==> src/rtl/dffsr_bank_ctrl.sv <==
// Round-robin controller for a shared bank of set/clear flip-flops: pulses SET/CLR
// masks or loads the bank, reads it back, verifies it and returns a response.
module dffsr_bank_ctrl #(
    parameter int WIDTH     = 8,
    parameter int PULSE_CYC = 2
) (
    input  logic             CLK,
    input  logic             CLR_N,
    input  logic             req0_valid,
    input  logic [1:0]       req0_cmd,
    input  logic [WIDTH-1:0] req0_data,
    output logic             req0_ready,
    input  logic             req1_valid,
    input  logic [1:0]       req1_cmd,
    input  logic [WIDTH-1:0] req1_data,
    output logic             req1_ready,
    output logic [WIDTH-1:0] bank_set,
    output logic [WIDTH-1:0] bank_clr,
    output logic [WIDTH-1:0] bank_d,
    output logic             bank_en,
    input  logic [WIDTH-1:0] bank_q,
    output logic             rsp_valid,
    output logic             rsp_id,
    output logic [WIDTH-1:0] rsp_data,
    output logic             rsp_err,
    output logic             busy
);

    typedef enum logic [2:0] {IDLE, PULSE, LOAD, SETTLE, RESP} state_t;
    typedef enum logic [1:0] {CMD_READ = 2'b00, CMD_SET = 2'b01, CMD_CLR = 2'b10, CMD_LOAD = 2'b11} cmd_t;

    localparam logic [7:0] PULSE_LAST = 8'(PULSE_CYC - 1);

    state_t           state, state_nx;
    cmd_t             cmd_r;
    logic [WIDTH-1:0] data_r;
    logic             id_r;
    logic             rr_ptr;
    logic [7:0]       cnt;
    logic [WIDTH-1:0] rsp_data_r;
    logic             rsp_id_r;
    logic             rsp_err_r;

    logic             grant;
    logic             accept;
    cmd_t             acc_cmd;
    logic [WIDTH-1:0] acc_data;
    logic             err_now;

    // rr_ptr names the requester that wins a tie; a lone requester always wins.
    assign grant      = (req0_valid && req1_valid) ? rr_ptr : req1_valid;
    assign accept     = (state == IDLE) && (req0_valid || req1_valid);
    assign req0_ready = accept && !grant;
    assign req1_ready = accept && grant;
    assign acc_cmd    = cmd_t'(grant ? req1_cmd : req0_cmd);
    assign acc_data   = grant ? req1_data : req0_data;

    always_comb begin
        // NOTE: every combinational output gets a default first so no path can infer a latch.
        err_now = 1'b0;
        case (cmd_r)
            CMD_SET:  err_now = (bank_q & data_r) != data_r;
            CMD_CLR:  err_now = (bank_q & data_r) != '0;
            CMD_LOAD: err_now = bank_q != data_r;
            default:  err_now = 1'b0;
        endcase
    end

    always_comb begin
        state_nx = state;
        case (state)
            IDLE: begin
                if (accept) begin
                    if (acc_cmd == CMD_LOAD)
                        state_nx = LOAD;
                    else if ((acc_cmd == CMD_SET || acc_cmd == CMD_CLR) && acc_data != '0)
                        state_nx = PULSE;
                    else
                        state_nx = SETTLE;
                end
            end
            PULSE:   if (cnt == PULSE_LAST) state_nx = SETTLE;
            LOAD:    state_nx = SETTLE;
            SETTLE:  state_nx = RESP;
            RESP:    state_nx = IDLE;
            default: state_nx = IDLE;
        endcase
    end

    // Bank drive decodes straight from state, so an async reset clears it at once.
    always_comb begin
        bank_set = '0;
        bank_clr = '0;
        bank_d   = '0;
        bank_en  = 1'b0;
        if (state == PULSE) begin
            if (cmd_r == CMD_SET) bank_set = data_r;
            if (cmd_r == CMD_CLR) bank_clr = data_r;
        end
        if (state == LOAD) begin
            bank_d  = data_r;
            bank_en = 1'b1;
        end
    end

    always_ff @(posedge CLK or negedge CLR_N) begin
        if (!CLR_N) begin
            state      <= IDLE;
            cmd_r      <= CMD_READ;
            data_r     <= '0;
            id_r       <= 1'b0;
            rr_ptr     <= 1'b0;
            cnt        <= '0;
            rsp_data_r <= '0;
            rsp_id_r   <= 1'b0;
            rsp_err_r  <= 1'b0;
        end else begin
            // NOTE: state registers use non-blocking assignments so every flop samples pre-edge values.
            state <= state_nx;
            if (accept) begin
                cmd_r  <= acc_cmd;
                data_r <= acc_data;
                id_r   <= grant;
                rr_ptr <= ~grant;
            end
            cnt <= (state == PULSE) ? cnt + 8'd1 : 8'd0;
            if (state == RESP) begin
                rsp_data_r <= bank_q;
                rsp_id_r   <= id_r;
                rsp_err_r  <= err_now;
            end
        end
    end

    // The response reflects bank_q live during RESP and holds that snapshot afterwards.
    assign rsp_valid = (state == RESP);
    assign rsp_id    = rsp_valid ? id_r   : rsp_id_r;
    assign rsp_data  = rsp_valid ? bank_q : rsp_data_r;
    assign rsp_err   = rsp_valid ? err_now : rsp_err_r;
    assign busy      = (state != IDLE);

endmodule
==> config.mk <==
export PLATFORM = sky130hd
export DESIGN_NAME = dffsr_bank_ctrl
export DESIGN_NICKNAME = d
export VERILOG_FILES = /design/src/rtl/dffsr_bank_ctrl.sv
export SDC_FILE = /design/constraint.sdc
export NUM_CORES = 1
export LEC_CHECK = 0
export ABC_AREA = 1
export BUFFER_PORTS_ARGS = -buffer_cell sky130_fd_sc_hd__buf_2
export CAP_MARGIN = 10
export CORE_MARGIN = 1.5
export CORE_UTILIZATION = 45
export CTS_CLUSTER_DIAMETER = 30
export DETAILED_ROUTE_END_ITERATION = 8
export GPL_ROUTABILITY_DRIVEN = 0
export PLACE_DENSITY = 0.79
export SLEW_MARGIN = 20
export SYNTH_ARGS = -nofsm -noshare
export SYNTH_HDL_FRONTEND = slang
export SYNTH_SLANG_ARGS = --single-unit
==> constraint.sdc <==
create_clock -name CLK -period 1.6 [get_ports CLK]
set_clock_uncertainty 0.05 [all_clocks]
set_input_delay 0.24 -clock CLK [delete_from_list [all_inputs] [get_ports CLK]]
set_output_delay 0.24 -clock CLK [all_outputs]
set_load 0.05 [all_outputs]
### After elaboration in Yosys (flattened, before gate mapping)

Cells that the tools add are included.

| cells by class | value |
|---|---|
| add/subtract/negate cells | 1 |
| eq/ne operators | 15 |
| muxes and demuxes | 19 |
| bitwise logic cells | 2 |
| reductions and logical operators | 13 |

Operators by type and width:

| cell | count |
|---|---|
| $mux 8 | 8 |
| $ne 8x8->1 | 2 |
| $reduce_bool 8->1 | 2 |
| $pmux 3 s4 | 1 |
| $add 8x1->8 const B | 1 |
| $and 8x8->8 | 1 |
| $eq 2x2->1 const B | 4 |
| $eq 8x1->1 const B | 1 |
| $eq 3x2->1 const B | 2 |
| $mux 2 | 3 |
| $mux 3 | 2 |
| $logic_and 1x1->1 | 5 |
| $eq 2x1->1 const B | 2 |
| $mux 1 | 4 |
| $ne 2x2->1 const B | 2 |
| $eq 3x1->1 const B | 1 |
| $eq 3x3->1 const B | 1 |
| $logic_not 3->1 | 1 |
| $pmux 1 s3 | 1 |
| $reduce_bool 3->1 | 1 |
| $logic_or 1x1->1 | 2 |
| $reduce_and 2->1 | 1 |
| $logic_not 1->1 | 1 |
| $not 1->1 | 1 |

| storage, ports and cells | value |
|---|---|
| flip-flop bits (word level) | 33 |
| bits of input ports | 32 |
| output and inout port bits | 39 |
| logic and storage cells | 59 |

### Logic depth before layout (Yosys ltp)

Gate-level depths: netlist (run 1).

| logic depth | value |
|---|---|
| depth in word-level cells | 10 |
| gate-level depth with buffers | 13 |
| mapped depth without buffers | 12 |

### Worst setup path before layout (run 1)

Ideal clock, no wire load.

| timing | value |
|---|---|
| path type | flip-flop to flip-flop |
| start | reg state[1] |
| end | reg rsp_data_r[0] |
| library setup time | 0.249 ns |
| arrival | 2.494 ns |
| required time | 1.301 ns |
| path slack | -1.193 ns |
| cell stages (with the launch flop) | 7 |
| path buffers | 1 |
| period minus slack after synthesis | 2.793 ns |
| path through | dfrtp_1 > nor2_1 > inv_1 > nor2_2 > inv_2 > buf_6 > o21ai_0 |

| on the way | value |
|---|---|
| cells in the longest elaborated chain, start to end | 2 |

Ends and longest elaborated chain:

| what | RTL line | RTL |
|---|---|---|
| start, declared | 34 | `state_t state, state_nx;` |
| start signal, assigned | 119 | `state <= state_nx;` |
| $eq 3x3->1 | - |  |
| via rsp_valid | 22 | `output logic rsp_valid,` |
| $mux 8 | - |  |
| via rsp_data[0] | 24 | `output logic [WIDTH-1:0] rsp_data,` |
| end signal, assigned | 128 | `rsp_data_r <= bank_q;` |
| end, declared | 40 | `logic [WIDTH-1:0] rsp_data_r;` |

The timed path passes the listed nets, and every way through them passes these cells.
A chain may end at the register's enable or synchronous reset.

### Worst setup path in the final report (run 1)

| timing | value |
|---|---|
| start | reg data_r[7] |
| end | out rsp_err |

| on the way | value |
|---|---|
| cells in the longest elaborated chain, start to end | 4 |
| elaborated cells on any way between the ends | 6 |
| those cells by class | eq/ne (2); mux (2); bitwise (1); reduce/logical (1) |

Ends and longest elaborated chain:

| what | RTL line | RTL |
|---|---|---|
| start, declared | 36 | `logic [WIDTH-1:0] data_r;` |
| start signal, assigned | 122 | `data_r <= acc_data;` |
| $and 8x8->8 | 62, 63 |  |
| $ne 8x8->1 / $reduce_bool 8->1 (equally long branches) | 62, 63 |  |
| $pmux 1 s3 (*) | 61 | `case (cmd_r)` |
| $mux 1 (*) | - |  |
| end, declared | 25 | `output logic rsp_err,` |

Mark *: on every way between the ends. The rest lies on a longest branch, timed or not.

==> results of run 1 <==
routing by layer:
layer | up-vias | global-route usage (%)
met5 | - | 0
met4 | 0 | 15.0
met3 | 41 | 7.07
met2 | 174 | 57.1
met1 | 1193 | 36.2
li1 | 1122 | -
critical path, stage by stage (launching register included):
cell	delay, ns
dfrtp_1	0.43
nand2_1	0.16
nand4_1	0.13
nor2_1	0.19
nand3_1	0.17
a21oi_4	0.18
a21oi_4	0.09
buf_6	0.16
layout make-up:
cell class	instances	area, um2
multi-input cells	195	1430
repair buffers	115	1080
flip-flops and latches	33	827
fillers	214	616
inverters	46	195
clock buffers	7	86.3
well taps	52	65.1
clock inverters	1	30.0
repair inverters	2	27.5
how the worst max path moves through the flow:
stage                     cells past startpoint           to       from
after floorplan                               4    bank_d[0]   state[1]
after global placement                        9      rsp_err   cmd_r[0]
after detailed placement                      9      rsp_err   cmd_r[0]
after CTS                                     6  bank_clr[3]   state[0]
after global routing                          9      rsp_err   cmd_r[1]
final                                         7      rsp_err  data_r[7]
repair_timing:
item	in CTS	in global routing
hold endpoints to repair	19	0
cloned	3	0
setup endpoints to repair	39	43
hold buffers	1	0
pin swaps	8	18
setup buffers	7	3
resized for setup	107	50
flip-flops by register name, indices dropped and copies added (netlist names), 2 cells and up:
register,count
cnt,8
state,3
data_r,8
cmd_r,2
rsp_data_r,8
synth_stat cells:
library cell  instances  share of area (%)
dfrtp_1              33                 41
o21ai_0              28                6.9
nand3_1               4               0.99
nand2_2               5                1.5
buf_6                 3                1.7
ha_1                  3                1.8
nor2_2                2               0.62
a21oi_2               1               0.43
or2_2                 1               0.31
nor3_2                5                2.5
inv_2                 4               0.74
buf_12                1               0.99
nor2_1               27                5.0
and3_1                1               0.31
o21ai_1               5                1.2
inv_1                42                7.8
nor3b_1               1               0.37
nand4_1               2               0.62
nor3_4                1               0.80
nor3_1               15                3.7
buf_4                 3                1.1
a21oi_1               8                2.0
nand2_1              77                 14
nand3b_1              7                2.6
nand2_4               2                1.1
cells by family (layout without fill, tap and decap cells):
kind of cell / Yosys count / in the layout
buf+inv: 53 / 171
simple gates: 150 / 150
flops: 33 / 33
compound gates: 42 / 42
fa+ha+maj: 3 / 3
report_power, final:
part | internal (mW) | switching, mW
clock network | 0.508 | 0.313
registers | 1.18 | 0.303
logic | 2.28 | 3.85
stage by stage:
step | cells | power (mW) | area (um2) | setup TNS [ns]
final | 451 | 8.43 | 3740 | -12.28
after global placement | 430 | 5.83 | 3040 | -0.365
after global routing | 451 | 8.77 | 3740 | -14.33
after CTS | 449 | 7.66 | 3580 | -8.46
after floorplan | 281 | 4.77 | 2400 | -6.92
after detailed placement | 430 | 5.96 | 3040 | -1.44
==> results.cfg, run 1 <==
[run_status]
status = finished, violations left
violations = setup timing

[floorplanning]
die_w_um = 70.2
design.core.area_um2 = 4350
start_util_pct = 46.6
die_h_um = 70.2
ioPinCount = 71
die-area_um2 = 4920
num_rows = 24

[pwr]
irDropWorstVdd_v = 0.00143
powerDensity_nw_per_um2 = 2260
leakagePower_nw = 1.88

[detailed_routing]
vias = 2530
wl_per_cell_um = 19.1
drt_iter0_drc = 293
via_per_inst = 5.61
final_antenna_net_count = 0
dr.pass1.iters = 6
met2WireLength_mm = 4.27
wirelength_mm = 8.61
met3WireLength_um = 585
wl_met1_mm = 3.32
drc = 0
top_layer_used = met4

[clocking]
cts_buffers = 5
cts-root-buf = clkbuf_8
clock_path_buffers = 2
worst_skew_pair.late_latency_ns = 0.29
tritoncts = done
cts_sinks = 33
cts_max_level = 2
clk_transition_reported_paths_ns = 0.06

[global_routing]
grt_pass1_vias = 2442
grt_overflow = 0
grt_usage_pct = 32.0
grt_antenna_before_repair = 0
grt_pass1_wl_mm = 12.1
grt_max_degree = 21

[place]
place_hpwl_mm = 4.28
dp_slack_ns = -0.155
io_buffers = 70

[worst_setup_path]
critical_path_class = reg2out
crit_path_end_kind = output port
ff2ff_setup_slack_ns = 0
regToRegStartpoint = state[1]
ff2ff_path_depth = 8
arrival_ns = 1.80
r2r-end = state[1]
start_kind = flop
critPathMaxFanout = 3
critPathRequiredTime_ns = 1.31

[finish]
final_common_cell = nand2_1
antennaDiodeCount = 0
syn_to_final_growth_pct = 84.2
drive_gt1_share_pct = 52.4
mostFrequentLayoutCells = nand2_1, buf_6, inv_1, dfrtp_1, buf_2
final_core_util_pct = 85.9
nNetsFinal = 433

[worst_hold_path]
hp-class = in2reg
min_to = data_r[6]
min_path_cells = 5
hold_path_startpoint = req0_data[6]

[timing]
fin_crit_sh_pct = 131
fmax_mhz = 479
fin_ws_ns = -0.490
hold_ws_ns = 0.240
slew_violations = 0
setup_viol = 39
finalHoldViolations = 0
worst_pin_slew_ns = 0.489
min_period_ns = 2.09
rsz0062_at_grt = yes
slew_headroom_pct = 67.4

[synth]
synth-compound-area-share_pct = 10.5
synth_fp_nets = 316
yosysSeqAreaShare_pct = 40.7
yosys_warnings = 0
yosysUniqueCellTypes = 25
synthXorXnorAreaFrac_pct = 0
synth_area_um2 = 2030
synthAdderAreaFrac_pct = 1.85
synth_seq_cells = 33
synth_mux_area_share_pct = 0
synth_top_family_by_area = simple AND/OR/NAND/NOR gates
synthSimpleGateAreaFrac_pct = 34.6
synth_cells = 281
syn-mean-instance-area_um2 = 7.22

[flow_run]
max_cap_viol_count = 0
Power figures use the tool's default switching activity.
==> run 2, diff against run 1 <==
==> constraint.sdc (replaced) <==
create_clock -name CLK -period 1.9 [get_ports CLK]
set_clock_uncertainty 0.05 [all_clocks]
set_input_delay 0.285 -clock CLK [delete_from_list [all_inputs] [get_ports CLK]]
set_output_delay 0.285 -clock CLK [all_outputs]
set_load 0.05 [all_outputs]
==> run 2 against run 1 <==
The flow finishes with violations (hold timing, setup timing). Sequential cell count unchanged. Clock power decreased by 30%. Sequential share of layout area increased by 4.4 points. Global-route usage decreased by 10 points. Total power decreased by 32%. Critical path depth decreased by 2. Critical path type unchanged. Largest cell class unchanged.
==> results.cfg, run 2 (synthesis results as in run 1) <==
[detailed_routing]
final_antenna_net_count = 0
drt_iter0_drc = 196
wirelength_mm = 5.81
vias = 2125
dr.pass1.iters = 4
wl_per_cell_um = 13.9
drc = 0
via_per_inst = 5.08

[finish]
drive_gt1_share_pct = 43.4
fill_cells = 321
nNetsFinal = 400
antennaDiodeCount = 0
fin_area_um2 = 3110
final_common_cell = nand2_1
instances_no_fill = 418
largest_registers = cnt x8, data_r x8, rsp_data_r x8
syn_to_final_growth_pct = 53.5
mostFrequentLayoutCells = nand2_1, buf_2, inv_1, dfrtp_1, buf_6

[worst_setup_path]
critPathTopFamily = buffers and inverters
crit_path_end_kind = output port
path_buf_inv = 3
critical_path_class = reg2out
critPathMaxFanout = 4
start_kind = flop
critPathRequiredTime_ns = 1.56
max_stage_delay_ns = 0.40
arrival_ns = 1.67
path_cells = buf_6 -> nor3_4 -> clkinvlp_4 -> nor2_2 -> buf_6
worst_path_max_delay_cell = dfrtp_1
cpMostUsedCell = buf_6

[pwr]
leakagePower_nw = 1.63
powerDensity_nw_per_um2 = 1830
irDropWorstVdd_v = 0.000779
total_power_mw = 5.70

[clocking]
worst_skew_pair.late_latency_ns = 0.28
tritoncts = done
clock_path_buffers = 2
ctsHoldBuffers = 0
cts_max_level = 2
clk_transition_reported_paths_ns = 0.07
cts_sinks = 33
cts_buffers = 5
cts-root-buf = clkbuf_8

[global_routing]
grt_usage_pct = 21.6
grt_pass1_wl_mm = 8.44
grt_pass1_vias = 1892
grt_max_degree = 34
grt_overflow = 0
grt_antenna_before_repair = 0

[place]
place_hpwl_mm = 3.88
postPlaceCellArea_um2 = 2580
io_buffers = 70
dp_cells = 401

[timing]
rsz0062_at_grt = yes
fin_crit_sh_pct = 106
tns_ns = -0.777
min_period_ns = 2.00
setup_viol = 22
fin_ws_ns = -0.105
slew_violations = 0
finalHoldViolations = 2
hold_ws_ns = -0.00381
worst_pin_slew_ns = 0.711
fmax_mhz = 499
slew_headroom_pct = 52.6

[floorplanning]
num_rows = 24
die_w_um = 70.2
start_util_pct = 46.6
die_h_um = 70.2
design.core.area_um2 = 4350
ioPinCount = 71
die-area_um2 = 4920

[worst_hold_path]
hp-class = in2async

[run_status]
violations = hold timing, setup timing
status = finished, violations left

[flow_run]
max_cap_viol_count = 0
run 2: stage by stage:
step,setup WS (ns),hold WS [ns],util (%)
2_1_floorplan,-0.367,-0.0606,-
3_3_place_gp,0.0659,0.334,59.3
3_5_place_dp,0.0416,0.337,59.3
4_1_cts,-0.0503,0.0322,64.6
5_1_grt,-0.145,0.0615,71.5
6_report,-0.105,-0.00381,71.5
run 2: power by group:
group	total [mW]	leakage, nW	internal [mW]	switching (mW)
registers	1.23	0.411	0.994	0.233
logic	3.89	1.16	1.22	2.67
clock network	0.576	0.0542	0.327	0.249
total	5.70	1.63	2.54	3.15
run 2: per-layer routing:
layer  GRT usage [%]  share of wire (%)
met3            3.17                6.3
met4            7.48                2.0
met5               0                  0
met2            36.7                 51
met1            28.3                 40
run 2: worst paths after layout:
| kind | startpoint | to | slack (ns) | cells past startpoint |
|---|---|---|---|---|
| min in group CLK | bank_q[5] | rsp_data_r[5] | 0.27 | 3 |
| worst max-delay path | state[0] | bank_d[1] | -0.10 | 5 |
| max in group asynchronous | CLR_N | state[2] | 1.29 | 1 |
| worst max register to register | state[2] | state[0] | 0.16 | 7 |
| worst min register to register | rsp_data_r[7] | rsp_data_r[7] | 0.46 | 2 |
| worst min-delay path | CLR_N | rsp_data_r[3] | -0.004 | 1 |
run 2: layout make-up:
type                       instances  area, um2  share of cell area (%)
multi-input combinational        195       1270                    40.8
sequential                        33        827                    26.6
timing repair buffer              81        628                    20.2
inverter                          46        194                    6.23
clock buffer                       7       96.3                    3.09
tap                               52       65.1                    2.09
timing repair inverter             3       27.5                   0.884
clock inverter                     1       5.00                   0.161
run 2: repair_timing:
action / 4_1_cts / 5_1_grt
resized for setup: 33 / 100
cloned: 1 / 2
setup buffers: 4 / 2
pin swaps: 1 / 4
endpoints found under the setup margin: 28 / 36
==> run 3, diff against run 2 <==
--- a/config.mk
+++ b/config.mk
@@ -5,11 +5,10 @@
 export SDC_FILE = /design/constraint.sdc
 export NUM_CORES = 1
 export LEC_CHECK = 0
-export ABC_AREA = 1
 export BUFFER_PORTS_ARGS = -buffer_cell sky130_fd_sc_hd__buf_2
 export CAP_MARGIN = 10
 export CORE_MARGIN = 1.5
-export CORE_UTILIZATION = 45
+export CORE_UTILIZATION = 44
 export CTS_CLUSTER_DIAMETER = 30
 export DETAILED_ROUTE_END_ITERATION = 8
 export GPL_ROUTABILITY_DRIVEN = 0
==> run 3 against run 2 <==
The run still ends with hold timing, setup timing left. Sequential power up 7%. Core utilization up 6.2 points. Clock power down 5.6%. Maximum frequency down 12%. Global-route usage up 2.7 points. Combinational power down 5%. First-iteration DRC count up 20%. Critical path type unchanged. Largest power group unchanged.
==> results.cfg, run 3 <==
[run_status]
status = finished, violations left
violations = hold timing, setup timing

[floorplanning]
num_rows = 23
design.core.area_um2 = 4060
die_w_um = 68.6
start_util_pct = 46.7
ioPinCount = 71
die_h_um = 68.6
die-area_um2 = 4710

[finish]
largest_registers = cnt x8, data_r x8, rsp_data_r x8
drive_gt1_share_pct = 56.0
fill_cells = 216
antennaDiodeCount = 0
seqCellArea_um2 = 826
final_common_cell = dfrtp_1
mostFrequentLayoutCells = dfrtp_1, buf_2, buf_8, buf_4, and2_4
nNetsFinal = 326
multi_input_area_um2 = 1160
syn_to_final_growth_pct = 66.6

[synth]
syn-mean-instance-area_um2 = 10.1
synth_area_um2 = 1890
yosys.area.top_type = dfrtp_1
synthArstFlopShare_pct = 100
yosysSeqAreaShare_pct = 43.6
synth_cells = 187
synth_seq_cells = 33
synth_edf_count = 0
post-synth-top-area-fraction_pct = 43.6
ys_top_cells_by_count = dfrtp_1, and2_1, mux2_2
synth_fp_nets = 222
yosys_warnings = 0
ys_top_cells_by_area = dfrtp_1, mux2_2, and2_1
synthFlopType = dfrtp_1
yosysUniqueCellTypes = 40
synth.most_common_cell = dfrtp_1

[timing]
fmax_mhz = 439
slew_headroom_pct = 50.5
fin_crit_sh_pct = 120
worst_pin_slew_ns = 0.742
min_period_ns = 2.28
slew_violations = 0
finalHoldViolations = 2
rsz0062_at_grt = yes
fin_ws_ns = -0.376
setup_viol = 44
hold_ws_ns = -0.00130

[global_routing]
grt_pass1_wl_mm = 8.14
grt_overflow = 0
grt_max_degree = 34
grt_antenna_before_repair = 0
grt_usage_pct = 24.3
grt_pass1_vias = 1740

[clocking]
cts_buffers = 5
tritoncts = done
clk_transition_reported_paths_ns = 0.08
clock_path_buffers = 2
cts_sinks = 33
worst_skew_pair.late_latency_ns = 0.30
cts_max_level = 2
cts-root-buf = clkbuf_8

[worst_setup_path]
arrival_ns = 1.94
critPathRequiredTime_ns = 1.56
crit_start = state[1]
regToRegStartpoint = state[1]
critical_path_class = reg2out
crit_path_end_kind = output port
start_kind = flop
critPathMaxFanout = 4
ff2ff_setup_slack_ns = -0.09

[pwr]
powerDensity_nw_per_um2 = 1760
irDropWorstVdd_v = 0.000746
leakagePower_nw = 1.53
total_power_mw = 5.55
swShare_pct = 47.2
p_switching_mw = 2.62
p_seq_share_pct = 23.7
p_comb_share_pct = 66.5
pwr-share-clk_pct = 9.8
intPower_mw = 2.93

[place]
place_hpwl_mm = 3.59
dp_slack_ns = -0.128
io_buffers = 70

[detailed_routing]
drc = 0
via_per_inst = 5.91
drt_iter0_drc = 235
final_antenna_net_count = 0
dr.pass1.iters = 6
vias = 2014
wl_per_cell_um = 20.4
wirelength_mm = 6.94

[flow_run]
max_cap_viol_count = 0

[worst_hold_path]
hp-class = in2async
[run 3: repair_timing]
item,in CTS,in global routing
endpoints found under the hold margin,0,0
hold buffers,0,0
resized for setup,92,45
pin swaps,15,3
cloned,1,0
buffers inserted,4,11
setup endpoints to repair,37,39
[run 3: power groups by stage]
stage / registers [mW] / logic [mW] / clock network, mW
3_5_place_dp: 1.27 / 2.69 / 0
6_report: 1.32 / 3.69 / 0.544
3_3_place_gp: 1.25 / 2.64 / 0
5_1_grt: 1.33 / 3.85 / 0.579
2_1_floorplan: 1.21 / 2.04 / 0
4_1_cts: 1.26 / 3.23 / 0.529
[run 3: area by class of cell]
cell class                      count  area share [%]
Clock buffer                        7            2.74
Inverter                           11            1.31
Multi-Input combinational cell    137            36.8
Sequential cell                    33            26.2
Tap cell                           50            1.98
Timing Repair Buffer              103            31.0
[run 3: path summary, 6_finish.rpt]
| check | depth (start not counted) | to |
|---|---|---|
| min reg2reg | 1 | id_r |
| min in group CLK | 3 | data_r[7] |
| max in group asynchronous | 1 | rsp_data_r[7] |
| max reg2reg | 7 | data_r[5] |
| min | 1 | data_r[7] |
| max | 6 | rsp_err |
[run 3: kinds of logic (layout without fill, tap and decap cells)]
kind of cell               count (synthesis)  count (layout)  synth area share, %
AOI/OAI and AO/OA                         29              29                 10.1
xor gates and xnor gates                   7               7                 3.24
adders and majority gates                  3               3                 1.98
buffers and inverters                     18             121                 4.69
DFF                                       33              33                 43.6
muxes                                     23              23                 13.3
and+or+nand+nor                           74              75                 23.1
[run 3: layer usage]
layer | up-vias | GRT usage [%] | share of wire, %
li1 | 862 | - | -
met1 | 940 | 24.7 | 35
met2 | 168 | 47.5 | 51
met3 | 44 | 4.71 | 9.2
met4 | 0 | 10.3 | 5.4
met5 | - | 0 | 0
[run 3: through the flow]
stage	TNS, ns	utilization [%]	instance area, um2	cells
finish	-7.84	77.8	3160	341
floorplan	-0.123	-	2030	187
CTS	-4.92	73.1	2970	330
global route	-9.94	77.8	3160	341
global placement	-1.04	62.4	2530	319
detailed placement	-2.00	62.4	2530	319
[run 3: critical path, cell delays in order (launching register included)]
cell,delay [ns]
dfrtp_1,0.42
nor3b_2,0.23
buf_4,0.17
nand3_1,0.16
a2111oi_4,0.35
a31oi_4,0.15
buf_6,0.18
